<file path="config.mk">
export PLATFORM = sky130hd
export DESIGN_NAME = fir_accumulator
export DESIGN_NICKNAME = d
export VERILOG_FILES = /design/src/rtl/fir_accumulator.sv
export SDC_FILE = /design/constraint.sdc
export NUM_CORES = 1
export LEC_CHECK = 0
export CORE_MARGIN = 3
export CORE_UTILIZATION = 29
export CTS_CLUSTER_SIZE = 28
export DETAILED_ROUTE_END_ITERATION = 10
export MAX_ROUTING_LAYER = met4
export PLACE_DENSITY = 0.44
export SYNTH_ARGS = -nofsm -noshare
export SYNTH_HDL_FRONTEND = slang
export SYNTH_SLANG_ARGS = --single-unit
</file>
<file path="constraint.sdc">
create_clock -name clk -period 8.56 [get_ports clk]
set_input_delay 1.284 -clock clk [delete_from_list [all_inputs] [get_ports clk]]
set_output_delay 1.284 -clock clk [all_outputs]
set_load 0.005 [all_outputs]
</file>
<file path="src/rtl/fir_accumulator.sv">
// Frame accumulator for a time-shared FIR multiplier: sums TAPS signed products,
// then rounds half-up, rescales by SHIFT and saturates into one output sample.
module fir_accumulator #(
  parameter int PROD_WIDTH = 32,
  parameter int TAPS       = 8,
  parameter int OUT_WIDTH  = 16,
  parameter int SHIFT      = 15,
  localparam int ACC_WIDTH = PROD_WIDTH + $clog2(TAPS),
  localparam int CNT_WIDTH = ($clog2(TAPS) > 1) ? $clog2(TAPS) : 1
) (
  input  logic                         clk,
  input  logic                         rst_n,
  input  logic                         clear,
  input  logic                         prod_valid,
  output logic                         prod_ready,
  input  logic signed [PROD_WIDTH-1:0] prod_data,
  output logic        [CNT_WIDTH-1:0]  tap_idx,
  output logic                         out_valid,
  input  logic                         out_ready,
  output logic signed [OUT_WIDTH-1:0]  out_data,
  output logic                         out_sat
);

  typedef enum logic {
    ACCUM = 1'b0,
    HOLD  = 1'b1
  } state_t;

  localparam logic [CNT_WIDTH-1:0] LAST_TAP = CNT_WIDTH'(TAPS - 1);

  // Limits and rounding bias live one bit wider than the accumulator so the
  // half-LSB add can never wrap.
  localparam logic signed [ACC_WIDTH:0] OUT_MAX =
    {{(ACC_WIDTH + 2 - OUT_WIDTH){1'b0}}, {(OUT_WIDTH - 1){1'b1}}};
  localparam logic signed [ACC_WIDTH:0] OUT_MIN =
    {{(ACC_WIDTH + 2 - OUT_WIDTH){1'b1}}, {(OUT_WIDTH - 1){1'b0}}};
  localparam logic signed [ACC_WIDTH:0] RND_BIAS =
    ({{ACC_WIDTH{1'b0}}, 1'b1} << SHIFT) >> 1;

  state_t                       state;
  logic signed [ACC_WIDTH-1:0]  acc;
  logic signed [ACC_WIDTH-1:0]  prod_ext;
  logic signed [ACC_WIDTH-1:0]  sum;
  logic signed [ACC_WIDTH:0]    sum_ext;
  logic signed [ACC_WIDTH:0]    biased;
  logic signed [ACC_WIDTH:0]    rounded;
  logic signed [OUT_WIDTH-1:0]  sat_data;
  logic                         sat_flag;
  logic                         accept;
  logic                         last_tap;

  assign prod_ready = (state == ACCUM);
  assign out_valid  = (state == HOLD);
  assign accept     = prod_valid && prod_ready;
  assign last_tap   = (tap_idx == LAST_TAP);

  assign prod_ext = {{(ACC_WIDTH - PROD_WIDTH){prod_data[PROD_WIDTH-1]}}, prod_data};
  assign sum      = acc + prod_ext;
  assign sum_ext  = {sum[ACC_WIDTH-1], sum};
  assign biased   = sum_ext + RND_BIAS;
  assign rounded  = biased >>> SHIFT;

  always_comb begin
    sat_data = rounded[OUT_WIDTH-1:0];
    sat_flag = 1'b0;
    if (rounded > OUT_MAX) begin
      sat_data = OUT_MAX[OUT_WIDTH-1:0];
      sat_flag = 1'b1;
    end else if (rounded < OUT_MIN) begin
      sat_data = OUT_MIN[OUT_WIDTH-1:0];
      sat_flag = 1'b1;
    end
  end

  // clear outranks both handshakes but leaves the last presented sample intact.
  always_ff @(posedge clk or negedge rst_n) begin
    if (!rst_n) begin
      state    <= ACCUM;
      acc      <= '0;
      tap_idx  <= '0;
      out_data <= '0;
      out_sat  <= 1'b0;
    end else if (clear) begin
      state   <= ACCUM;
      acc     <= '0;
      tap_idx <= '0;
    end else begin
      case (state)
        ACCUM: begin
          if (accept) begin
            if (last_tap) begin
              out_data <= sat_data;
              out_sat  <= sat_flag;
              acc      <= '0;
              tap_idx  <= '0;
              state    <= HOLD;
            end else begin
              acc     <= sum;
              tap_idx <= tap_idx + CNT_WIDTH'(1);
            end
          end
        end
        HOLD: begin
          if (out_ready) begin
            state <= ACCUM;
          end
        end
        default: state <= ACCUM;
      endcase
    end
  end

endmodule

</file>
==> results by group <==
Clock tree
  – Post-CTS Hold Buffers: 0
  – Max Root-Sink Buffers: 2
  – Clock slew at reported path FFs: ~0.090 ns
  – H-tree depth: 2
  – Setup bufs post-CTS: 0
  – Total CTS buffers: 5
  – Root buffer cell: clkbuf_16
  – CTS tree: built
  – Sink Count: 56
  – PostCTS Resize Cnt: 0
  – Worst-Skew Late Latency: between 0.3 and 0.4 ns

Yosys
  – Distinct cell type count after synthesis: 83
  – Primary FF master, synth: dfrtp_1
  – Mux cell area share after synthesis: 0.005776
  – Seq/Total Area, Yosys: 0.2696
  – Flops & latches, synth: between 50 and 60
  – Compound-Gate Fraction of Synth Area: 0.3023
  – Synthesis Warnings: 0
  – Synth Area in Adders: 0.09290
  – Mapped cell area: approximately 5200 um2
  – Synth Instances: about 630
  – FFs w/ async S/R, synth: 1.000
  – EDFF count, synth: 0
  – Syn nets: around 700
  – Largest family of logic cells by synthesized area: compound AO/OA/AOI/OAI gates
  – Simple logic cell fraction of the synthesized area: 0.2178
  – Synth Area in XOR/XNOR: 0.07268
  – Avg Cell Area, Syn: 8.305 um2

Routing
  – Post-route ant nets: 0
  – # DRC: 0
  – Pre-antenna DRT Iters: 7
  – Via density: roughly 5.6
  – WL/cell: about 19 um
  – Vias: slightly below 5000
  – Final WL: between 15 and 20 mm
  – Iter 0 DRT Violations: 320

Die
  – I/O pin count: 59
  – DIE HEIGHT: between 100 and 150 um
  – Row cnt: 48
  – Initial core utilization: 0.2985
  – Die Wd: 139.9 um
  – Die footprint: between 15000 and 20000 um2
  – Core Box Area: about 17000 um2

Global routing
  – GR Util met1: 0.2380
  – Gr usage total: 0.1741
  – Global Route met2 Usage: 0.2760
  – Gr busiest metal: met2
  – GRT overflow: 0
  – Vias in the first global route: just under 5000
  – Grt met3 use: 0.02014
  – Pin count of the biggest net entering global routing: between 50 and 60
  – First-pass GRT wire length: approximately 27 mm
  – Number of antenna violations at the first check in global routing: 0

Setup path
  – CP max-delay cell: o41ai_4
  – Critical Path RT: 8.74 ns
  – CP most frequent cell: ha_1
  – Delay of the slowest critical-path stage: ~0.68 ns
  – R2R Path Start: acc[2]
  – Chain of cells forming the critical path: clkdlybuf4s50_1 > ha_1 > o211ai_1 > o211a_1 > o41ai_4 > a21boi_0 > xnor2_1 > ha_1 > o31ai_1 > a21oi_1 > nand4_1 > nor4_4 > nand4_2 > a22oi_4 > o21ai_1
  – Setup CP Type: in2reg
  – Worst Setup Start Kind: input port
  – Crit. End Element: register
  – FF-to-FF path depth: 14
  – R2r endpoint: out_data[3]
  – Arrival @ worst endpoint: 6.44 ns
  – CP Max Fanout: 16
  – Reg2reg setup slack: 3.30 ns

Run status
  – Outcome: finished clean

STA
  – Final slew viol count: 0
  – Slew Limit Headroom: 0.2122
  – Tcrit/Tclk final: 0.7311
  – Setup TNS: 0 ns
  – Setup Skew: approximately 0.0084 ns
  – Post-layout min period: 6.258 ns
  – Unrepaired setup endpoints after global routing: no
  – Actual slew at the worst max-slew pin: approximately 1.2 ns
  – Max frequency: between 0.15 and 0.2 GHz
  – PnR worst setup slack: around 2.3 ns
  – Final count of negative-setup-slack endpoints: 0
  – Final Hold Vio Count: 0

Min path
  – Hold Crit Class: reg2reg
  – Worst Hold Endpoint: acc[29]
  – Worst Hold Launch: acc[29]
  – Hold depth: 2

Cells and area
  – Share of layout cells above drive strength 1: 0.06991
  – Layout Cells excl Fill: 883
  – Most frequent cells in the layout: nand2_1, clkdlybuf4s50_1, dfrtp_1
  – Reg area: 1401 um2
  – Core Util, Final: 0.3486
  – Area Overhead vs Synth: 16.77%
  – # fillers: ~1800
  – Area taken by multi-input logic gates: about 3600 um2
  – Diode count: 0
  – Commonest non-fill, non-tap cell in the layout: nand2_1
  – Nets@finish: between 700 and 800

Place
  – Placement Setup Slack: roughly 2.0 ns
  – Post-DP HPWL: roughly 13 mm
  – GP Congestion: between 0.8 and 0.9
  – IO buf count: 58
  – Total placed cells including tap cells: around 900

Pwr
  – Peak supply drop: 0.00009979 V
  – LEAKAGE: 0.002466 uW
  – PD cells: between 150 and 200 nW/um2

Run
  – Max-cap violations: 0
-- cells by family (layout without fill, tap and decap cells) --
logic type,after synthesis,after routing
AND/OR/NAND/NOR,225,225
XOR/XNOR,41,41
adder cells (fa/ha/maj),38,38
AO/OA/AOI/OAI,217,217
flip-flops,56,56
multiplexers,3,3
buffers and inverters,46,78
-- report_power, final --
group          total [uW]  switching [uW]  internal (uW)
registers             306            16.5            290
clock network         236             124            112
logic                 583             377            206
total                1130             517            608
-- stage by stage --
stage | total power (uW) | hold slack, ns | instance area (um2)
global route | 1202 | 0.5173 | 6071
global placement | 884.9 | 0.4679 | 5918
CTS | 1129 | 0.5007 | 6071
floorplan | 723.7 | 0.4538 | 5199
detailed placement | 885.7 | 0.4772 | 5918
finish | 1126 | 0.4933 | 6071
-- critical path, delay by kind of cell --
kind | cells | cell delay (ns)
buf+inv | 1 | 0.42
compound gates | 8 | 2.38
xor+xnor | 1 | 0.56
simple gates | 3 | 1.00
fa+ha+maj | 2 | 0.78
-- area by class of cell --
| type | count | area share |
|---|---|---|
| multi-input combinational | 524 | 0.5936 |
| sequential | 56 | 0.2308 |
| timing repair buffer | 61 | 0.09852 |
| tap | 225 | 0.04637 |
| clock buffer | 5 | 0.02061 |
| inverter | 9 | 0.005565 |
| clock inverter | 3 | 0.004534 |
-- how the worst max path moves through the flow --
stage | from | endpoint | cells after the start
2_1_floorplan | prod_data[0] | out_data[10] | 15
3_3_place_gp | prod_data[4] | out_data[1] | 15
3_5_place_dp | prod_data[4] | out_data[1] | 15
4_1_cts | prod_data[4] | out_data[1] | 15
5_1_grt | prod_data[4] | out_data[3] | 15
6_report | prod_data[4] | out_data[3] | 15
-- per-layer routing --
metal | part of all wire | routed length, um
met3 | 0.027 | 460
met4 | 0.014 | 233
met2 | 0.46 | 7792
met5 | 0 | 0
met1 | 0.50 | 8330
-- cells in the mapped netlist (3+ instances only) --
| cell | instances | area share |
|---|---|---|
| a211oi_1 | 8 | 0.012 |
| a21boi_0 | 5 | 0.0072 |
| a21o_1 | 10 | 0.014 |
| a21oi_1 | 45 | 0.043 |
| a22o_1 | 14 | 0.024 |
| a31oi_1 | 5 | 0.0060 |
| and2_1 | 6 | 0.0072 |
| and3_1 | 7 | 0.0084 |
| buf_2 | 5 | 0.0048 |
| clkbuf_1 | 28 | 0.020 |
| dfrtp_1 | 56 | 0.27 |
| ha_1 | 37 | 0.089 |
| inv_1 | 9 | 0.0065 |
| mux2i_1 | 3 | 0.0058 |
| nand2_1 | 84 | 0.061 |
| nand2b_1 | 3 | 0.0036 |
| nand3_1 | 14 | 0.013 |
| nand4_1 | 20 | 0.024 |
| nor2_1 | 42 | 0.030 |
| nor2b_1 | 3 | 0.0036 |
| nor3_1 | 13 | 0.013 |
| nor4_1 | 7 | 0.0084 |
| o211ai_1 | 6 | 0.0087 |
| o21a_1 | 6 | 0.0087 |
| o21ai_0 | 50 | 0.048 |
| o21ai_1 | 5 | 0.0048 |
| o21ai_2 | 10 | 0.017 |
| o31a_1 | 12 | 0.020 |
| o31ai_1 | 7 | 0.010 |
| or3_1 | 4 | 0.0048 |
| xnor2_1 | 21 | 0.035 |
| xor2_1 | 19 | 0.032 |
-- state kept, by name, summed over array words and instances, names as in the netlist --
| name | cells |
|---|---|
| acc | 35 |
| out_data | 16 |
| tap_idx | 3 |
| out_valid | 1 |
| out_sat | 1 |
Power figures use the tool's default switching activity.
